===== src/rtl/ctrl_fixed_pkg.sv =====
// ============================================================================
// ctrl_fixed_pkg : shared widths and sequencer state encoding for the control loop
// Rev 1.0
// ============================================================================
`default_nettype none

package ctrl_fixed_pkg;

    localparam int A1_LEN_DEF  = 32;
    localparam int A2_LEN_DEF  = 32;
    localparam int FRAC_DEF    = 16;
    localparam int OUT_LEN_DEF = 32;

    typedef logic [1:0] state_t;

    localparam state_t ST_IDLE  = 2'd0;
    localparam state_t ST_WAIT  = 2'd1;
    localparam state_t ST_ROUND = 2'd2;
    localparam state_t ST_OUT   = 2'd3;

endpackage

`default_nettype wire


===== src/rtl/round_sat.sv =====
// ============================================================================
// round_sat : round-half-up a P-bit signed product by FRAC bits and saturate to OUT_LEN
// Rev 1.0
// ============================================================================
`default_nettype none

module round_sat #(
    parameter int P       = 64,
    parameter int FRAC    = 16,
    parameter int OUT_LEN = 32
) (
    input  logic [P-1:0]       prod_i,
    output logic [OUT_LEN-1:0] data_o,
    output logic               sat_o
);

    localparam logic [P:0] ONE = {{P{1'b0}}, 1'b1};
    // Half an output LSB; collapses to zero when FRAC is zero.
    localparam logic [P:0] RND = (ONE << FRAC) >> 1;
    localparam logic signed [P:0] MAXV = {{(P - OUT_LEN + 2){1'b0}}, {(OUT_LEN - 1){1'b1}}};
    localparam logic signed [P:0] MINV = {{(P - OUT_LEN + 2){1'b1}}, {(OUT_LEN - 1){1'b0}}};

    logic signed [P:0] w_r;
    logic signed [P:0] w_q;

    always_comb begin
        w_r    = $signed({prod_i[P-1], prod_i}) + $signed(RND);
        w_q    = w_r >>> FRAC;
        data_o = w_q[OUT_LEN-1:0];
        sat_o  = 1'b0;
        if (w_q > MAXV) begin
            data_o = {1'b0, {(OUT_LEN - 1){1'b1}}};
            sat_o  = 1'b1;
        end else if (w_q < MINV) begin
            data_o = {1'b1, {(OUT_LEN - 1){1'b0}}};
            sat_o  = 1'b1;
        end
    end

endmodule

`default_nettype wire


===== src/rtl/mul_round_sat.sv =====
// ============================================================================
// mul_round_sat : streams operand pairs through the arm/fin Booth multiplier,
//                 then rounds and saturates the product for the PI stage
// Rev 1.0
// ============================================================================
`default_nettype none

module mul_round_sat
    import ctrl_fixed_pkg::*;
#(
    parameter int A1_LEN  = A1_LEN_DEF,
    parameter int A2_LEN  = A2_LEN_DEF,
    parameter int FRAC    = FRAC_DEF,
    parameter int OUT_LEN = OUT_LEN_DEF
) (
    input  logic                       clk,
    input  logic                       rst,
    input  logic                       in_valid,
    output logic                       in_ready,
    input  logic [A1_LEN-1:0]          in_a1,
    input  logic [A2_LEN-1:0]          in_a2,
    output logic                       mul_arm,
    output logic [A1_LEN-1:0]          mul_a1,
    output logic [A2_LEN-1:0]          mul_a2,
    input  logic [A1_LEN+A2_LEN-1:0]   mul_prod,
    input  logic                       mul_fin,
    output logic                       out_valid,
    input  logic                       out_ready,
    output logic [OUT_LEN-1:0]         out_data,
    output logic                       out_sat
);

    localparam int P = A1_LEN + A2_LEN;

    state_t              state_q, state_d;
    logic                arm_q, arm_d;
    logic [A1_LEN-1:0]   a1_q, a1_d;
    logic [A2_LEN-1:0]   a2_q, a2_d;
    logic [P-1:0]        prod_q, prod_d;
    logic [OUT_LEN-1:0]  data_q, data_d;
    logic                sat_q, sat_d;
    logic                valid_q, valid_d;

    logic [OUT_LEN-1:0]  w_data;
    logic                w_sat;

    round_sat #(
        .P       (P),
        .FRAC    (FRAC),
        .OUT_LEN (OUT_LEN)
    ) u_round_sat (
        .prod_i (prod_q),
        .data_o (w_data),
        .sat_o  (w_sat)
    );

    // A stale fin from the previous product must clear before a new accept.
    assign in_ready  = (state_q == ST_IDLE) && !mul_fin;
    assign mul_arm   = arm_q;
    assign mul_a1    = a1_q;
    assign mul_a2    = a2_q;
    assign out_valid = valid_q;
    assign out_data  = data_q;
    assign out_sat   = sat_q;

    always_comb begin
        state_d = state_q;
        arm_d   = arm_q;
        a1_d    = a1_q;
        a2_d    = a2_q;
        prod_d  = prod_q;
        data_d  = data_q;
        sat_d   = sat_q;
        valid_d = valid_q;
        case (state_q)
            ST_IDLE: begin
                if (in_valid && in_ready) begin
                    a1_d    = in_a1;
                    a2_d    = in_a2;
                    arm_d   = 1'b1;
                    state_d = ST_WAIT;
                end
            end
            ST_WAIT: begin
                if (mul_fin) begin
                    prod_d  = mul_prod;
                    arm_d   = 1'b0;
                    state_d = ST_ROUND;
                end
            end
            ST_ROUND: begin
                data_d  = w_data;
                sat_d   = w_sat;
                valid_d = 1'b1;
                state_d = ST_OUT;
            end
            ST_OUT: begin
                if (out_ready) begin
                    valid_d = 1'b0;
                    state_d = ST_IDLE;
                end
            end
            default: state_d = ST_IDLE;
        endcase
    end

    always_ff @(posedge clk) begin
        if (rst) begin
            state_q <= ST_IDLE;
            arm_q   <= 1'b0;
            a1_q    <= '0;
            a2_q    <= '0;
            prod_q  <= '0;
            data_q  <= '0;
            sat_q   <= 1'b0;
            valid_q <= 1'b0;
        end else begin
            state_q <= state_d;
            arm_q   <= arm_d;
            a1_q    <= a1_d;
            a2_q    <= a2_d;
            prod_q  <= prod_d;
            data_q  <= data_d;
            sat_q   <= sat_d;
            valid_q <= valid_d;
        end
    end

endmodule

`default_nettype wire


===== config.mk =====
export PLATFORM = sky130hd
export DESIGN_NAME = mul_round_sat
export DESIGN_NICKNAME = d
export VERILOG_FILES = /design/src/rtl/ctrl_fixed_pkg.sv /design/src/rtl/round_sat.sv /design/src/rtl/mul_round_sat.sv
export SDC_FILE = /design/constraint.sdc
export NUM_CORES = 1
export LEC_CHECK = 0
export CAP_MARGIN = 30
export CELL_PAD_IN_SITES_DETAIL_PLACEMENT = 0
export CELL_PAD_IN_SITES_GLOBAL_PLACEMENT = 2
export CORE_ASPECT_RATIO = 1.25
export CORE_UTILIZATION = 25
export DETAILED_ROUTE_END_ITERATION = 7
export GPL_ROUTABILITY_DRIVEN = 0
export MAX_ROUTING_LAYER = met4
export PLACE_DENSITY = 0.91
export SYNTH_ARGS = -nofsm -noshare
export SYNTH_HDL_FRONTEND = slang
export SYNTH_SLANG_ARGS = --single-unit

===== constraint.sdc =====
create_clock -name clk -period 8.1 [get_ports clk]
set_input_delay 1.62 -clock clk [delete_from_list [all_inputs] [get_ports clk]]
set_output_delay 1.62 -clock clk [all_outputs]
set_load 0.005 [all_outputs]

==> flow_results.xml <==
<?xml version="1.0" encoding="UTF-8"?>
<metrics>
  <group name="power">
    <metric name="power_density" unit="nW/um^2">254</metric>
    <metric name="peakVddDrop" unit="mV">0.147</metric>
    <metric name="leakagePower" unit="nW">3.32</metric>
  </group>
  <group name="drt">
    <metric name="drtPass1Iterations" unit="">4</metric>
    <metric name="routed_wl" unit="um">20600</metric>
    <metric name="drc" unit="">0</metric>
    <metric name="detail_route.vias_per_cell" unit="">4.51</metric>
    <metric name="via_count" unit="">6416</metric>
    <metric name="drt_iter0_markers" unit="">309</metric>
    <metric name="detail-route-antenna-nets" unit="">0</metric>
    <metric name="routedWlPerCell" unit="um">14.5</metric>
  </group>
  <group name="cts">
    <metric name="cts_stage_hold_buffer_count" unit="">0</metric>
    <metric name="tritoncts" unit="">done</metric>
    <metric name="clk_pin_slew_worst_paths" unit="ps">60</metric>
    <metric name="skew_pair_late_insertion_delay" unit="ps">410</metric>
    <metric name="maximum_level_of_the_cts_h_tree" unit="">4</metric>
    <metric name="clock_root_buffer" unit="">sky130_fd_sc_hd__clkbuf_16</metric>
    <metric name="clkSinkCount" unit="">150</metric>
    <metric name="postCtsSetupRepairBufs" unit="">0</metric>
    <metric name="cts-resized-gates" unit="">0</metric>
    <metric name="clock_path_buffers" unit="">2</metric>
    <metric name="numCtsBuffers" unit="">17</metric>
  </group>
  <group name="timing">
    <metric name="setup_slack" unit="ps">3740</metric>
    <metric name="fin_worst_skew" unit="ps">8.63</metric>
    <metric name="slew_viol_final" unit="">0</metric>
    <metric name="maxClockFrequency" unit="GHz">0.229</metric>
    <metric name="hold_viol_final" unit="">0</metric>
    <metric name="max-slew-margin-rel" unit="%">39.2</metric>
    <metric name="period_share" unit="%">53.8</metric>
    <metric name="setup-violations-final" unit="">0</metric>
    <metric name="fin_tns_setup" unit="ps">0</metric>
    <metric name="max_slew.worst_pin.slew" unit="ps">912</metric>
    <metric name="final.min_clock_period" unit="ps">4360</metric>
    <metric name="rsz0062_at_grt" unit="">no</metric>
  </group>
  <group name="hold_path">
    <metric name="timing.hold.worst.class" unit="">reg2reg</metric>
    <metric name="hold-path-cell-count" unit="">2</metric>
    <metric name="hp-start" unit="">mul_a2[2]$_SDFFE_PP0P_</metric>
    <metric name="whs_endpoint" unit="">mul_a2[2]$_SDFFE_PP0P_</metric>
  </group>
  <group name="final_layout">
    <metric name="final_cell_mix" unit="">sky130_fd_sc_hd__nand2_1 (276), sky130_fd_sc_hd__clkdlybuf4s50_1 (216), sky130_fd_sc_hd__dfxtp_1 (150)</metric>
    <metric name="fin_cells" unit="">1422</metric>
    <metric name="commonest_non_fill_non_tap_cell_in_the_layout" unit="">sky130_fd_sc_hd__nand2_1</metric>
    <metric name="syn_to_final_growth" unit="%">45.7</metric>
    <metric name="final_layout_size_suffix_gt1_share" unit="%">5.30</metric>
    <metric name="final_nets" unit="">1202</metric>
  </group>
  <group name="floorplan">
    <metric name="core_area" unit="sq um">26200</metric>
    <metric name="fp.dieW" unit="um">149</metric>
    <metric name="rows" unit="">66</metric>
    <metric name="fp.dieArea" unit="sq um">27500</metric>
    <metric name="floorplan.initialDensity" unit="%">25.6</metric>
    <metric name="top_level_ports" unit="">233</metric>
    <metric name="die_y" unit="um">185</metric>
  </group>
  <group name="critical_path">
    <metric name="critical_path.startpoint_type" unit="">primary input</metric>
    <metric name="worst_setup_path_end_kind" unit="">output port</metric>
    <metric name="r2r-end" unit="">out_data[30]$_SDFFE_PP0P_</metric>
    <metric name="cp_data_required_time" unit="ps">6480</metric>
    <metric name="worst_flop_to_flop_path_startpoint" unit="">prod_q[22]$_SDFFE_PP0P_</metric>
    <metric name="timing.critical_path.arrival" unit="ps">2740</metric>
    <metric name="cp_max_fo" unit="">4</metric>
    <metric name="ff2ff_path_depth" unit="">9</metric>
    <metric name="worstSetupPathType" unit="">in2out</metric>
    <metric name="timing.reg2reg.setup_slack" unit="ps">4820</metric>
  </group>
  <group name="global_route">
    <metric name="grt_use_met2" unit="%">25.7</metric>
    <metric name="grt_pass1_vias" unit="">6148</metric>
    <metric name="grt_pass1_wl" unit="um">33000</metric>
    <metric name="gr-usage-all-layers" unit="%">15.8</metric>
    <metric name="globalRouteMet1Util" unit="%">18.5</metric>
    <metric name="grt_remaining_overflow" unit="">0</metric>
    <metric name="grt_antenna_before_repair" unit="">6</metric>
    <metric name="largest_net_degree_at_the_start_of_global_routing" unit="">85</metric>
    <metric name="grt_util_met3" unit="%">4.61</metric>
    <metric name="gr-max-usage-layer" unit="">met2</metric>
  </group>
  <group name="placement">
    <metric name="port_buffers" unit="">217</metric>
    <metric name="post-place-ws" unit="ps">3770</metric>
    <metric name="place_hpwl" unit="um">14700</metric>
    <metric name="numPlacedInstances" unit="">1384</metric>
  </group>
  <group name="synthesis">
    <metric name="ys_async_sr_fraction" unit="%">0</metric>
    <metric name="netlist-cell-type-count" unit="">51</metric>
    <metric name="synthesis.instances" unit="">875</metric>
    <metric name="synth-warning-count" unit="">0</metric>
    <metric name="synth.ff_latch_count" unit="">150</metric>
    <metric name="synth-edff-count" unit="">0</metric>
    <metric name="synth_area" unit="sq um">6710</metric>
    <metric name="postSynthNetCount" unit="">1014</metric>
    <metric name="sequential_to_total_area_share_from_yosys_stat" unit="%">44.8</metric>
    <metric name="primary_flip_flop_cell_chosen_by_synthesis_mapping" unit="">sky130_fd_sc_hd__dfxtp_1</metric>
    <metric name="postSynthAreaPerCell" unit="sq um">7.67</metric>
  </group>
  <group name="status">
    <metric name="result_of_the_run" unit="">finished, final reports clean</metric>
  </group>
  <group name="flow_run">
    <metric name="timing.max_cap.violations" unit="">0</metric>
  </group>
</metrics>
==> worst max-delay path by stage <==
stage                 start  endpoint  cells after the start
global route        mul_fin  in_ready                      3
detailed placement  mul_fin  in_ready                      3
global placement    mul_fin  in_ready                      3
finish              mul_fin  in_ready                      3
CTS                 mul_fin  in_ready                      3
floorplan           mul_fin  in_ready                      1
==> flip-flops by register name, indices dropped and copies added (netlist names) <==
signal and flops:
out_valid 1, out_sat 1, out_data 32, mul_a1 32, mul_a2 32, state_q 2, prod_q 49, mul_arm 1
==> per-layer routing <==
layer / vias to the layer above / wire (um) / share of wire [%]
met4: 0 / 340 / 1.7
li1: 3334 / - / -
met2: 158 / 10100 / 49
met3: 18 / 1280 / 6.2
met5: - / 0 / 0
met1: 2906 / 8910 / 43
==> per-stage QoR <==
stage               util, %  hold slack [ps]  power, mW  instance area [sq um]
global placement       34.9              441       1.72                   9130
floorplan                 -              449       1.37                   6710
finish                 37.3              451       2.48                   9770
detailed placement     35.1              445       1.73                   9180
global route           37.3              472       2.65                   9770
CTS                    37.3              454       2.52                   9760
==> worst max-delay path: stages <==
cell and delay, ps:
sky130_fd_sc_hd__clkdlybuf4s50_1 450, sky130_fd_sc_hd__nor2b_1 140, sky130_fd_sc_hd__clkdlybuf4s50_1 530
==> cells by family (layout without fill, tap and decap cells) <==
group / after synthesis / count (layout) / share of synthesized area (%)
other cells: 0 / 6 / 0
simple gates: 428 / 428 / 28.3
flops: 150 / 150 / 44.8
xor+xnor: 42 / 42 / 5.48
mux: 1 / 1 / 0.168
compound gates: 181 / 181 / 16.0
fa+ha+maj: 6 / 6 / 1.12
buf+inv: 67 / 268 / 4.21
==> cell usage after synthesis, types with 2 or more instances <==
master	number	area (sq um)
sky130_fd_sc_hd__nand2_1	276	1040
sky130_fd_sc_hd__dfxtp_1	150	3000
sky130_fd_sc_hd__a21oi_1	118	591
sky130_fd_sc_hd__nor2_1	51	191
sky130_fd_sc_hd__clkbuf_1	39	146
sky130_fd_sc_hd__xor2_1	22	193
sky130_fd_sc_hd__xnor2_1	20	175
sky130_fd_sc_hd__nand2b_1	19	119
sky130_fd_sc_hd__nand3_1	18	90.1
sky130_fd_sc_hd__o21bai_1	18	135
sky130_fd_sc_hd__o32ai_1	18	158
sky130_fd_sc_hd__nand4_1	14	87.6
sky130_fd_sc_hd__o22ai_1	13	81.3
sky130_fd_sc_hd__nor3_1	12	60.1
sky130_fd_sc_hd__buf_1	9	33.8
sky130_fd_sc_hd__inv_1	9	33.8
sky130_fd_sc_hd__and3_1	7	43.8
sky130_fd_sc_hd__buf_2	6	30.0
sky130_fd_sc_hd__ha_1	6	75.1
sky130_fd_sc_hd__nor4_1	6	37.5
sky130_fd_sc_hd__and2_1	3	18.8
sky130_fd_sc_hd__and4_1	3	26.3
sky130_fd_sc_hd__buf_6	3	33.8
sky130_fd_sc_hd__o21a_1	3	22.5
sky130_fd_sc_hd__a211oi_1	2	15.0
sky130_fd_sc_hd__nand4b_1	2	17.5
sky130_fd_sc_hd__nor2b_1	2	12.5
sky130_fd_sc_hd__nor3_2	2	20.0
sky130_fd_sc_hd__o21ai_0	2	10.0
==> area by class of cell <==
type | instances | area (sq um)
Clock buffer | 20 | 457
Clock inverter | 12 | 119
Tap cell | 340 | 425
Timing Repair Buffer | 227 | 2280
Antenna cell | 6 | 15.0
Multi-Input combinational cell | 658 | 3430
Fill cell | 2772 | 16400
Sequential cell | 150 | 3000
Inverter | 9 | 33.8
==> where the power goes <==
part | switching, mW | leakage [nW] | total (mW) | internal (mW)
Clock | 0.332 | 0.274 | 0.776 | 0.444
Sequential | 0.103 | 1.22 | 0.977 | 0.874
Combinational | 0.347 | 1.82 | 0.727 | 0.381
Total | 0.782 | 3.32 | 2.48 | 1.70
Power figures use the tool's default switching activity.
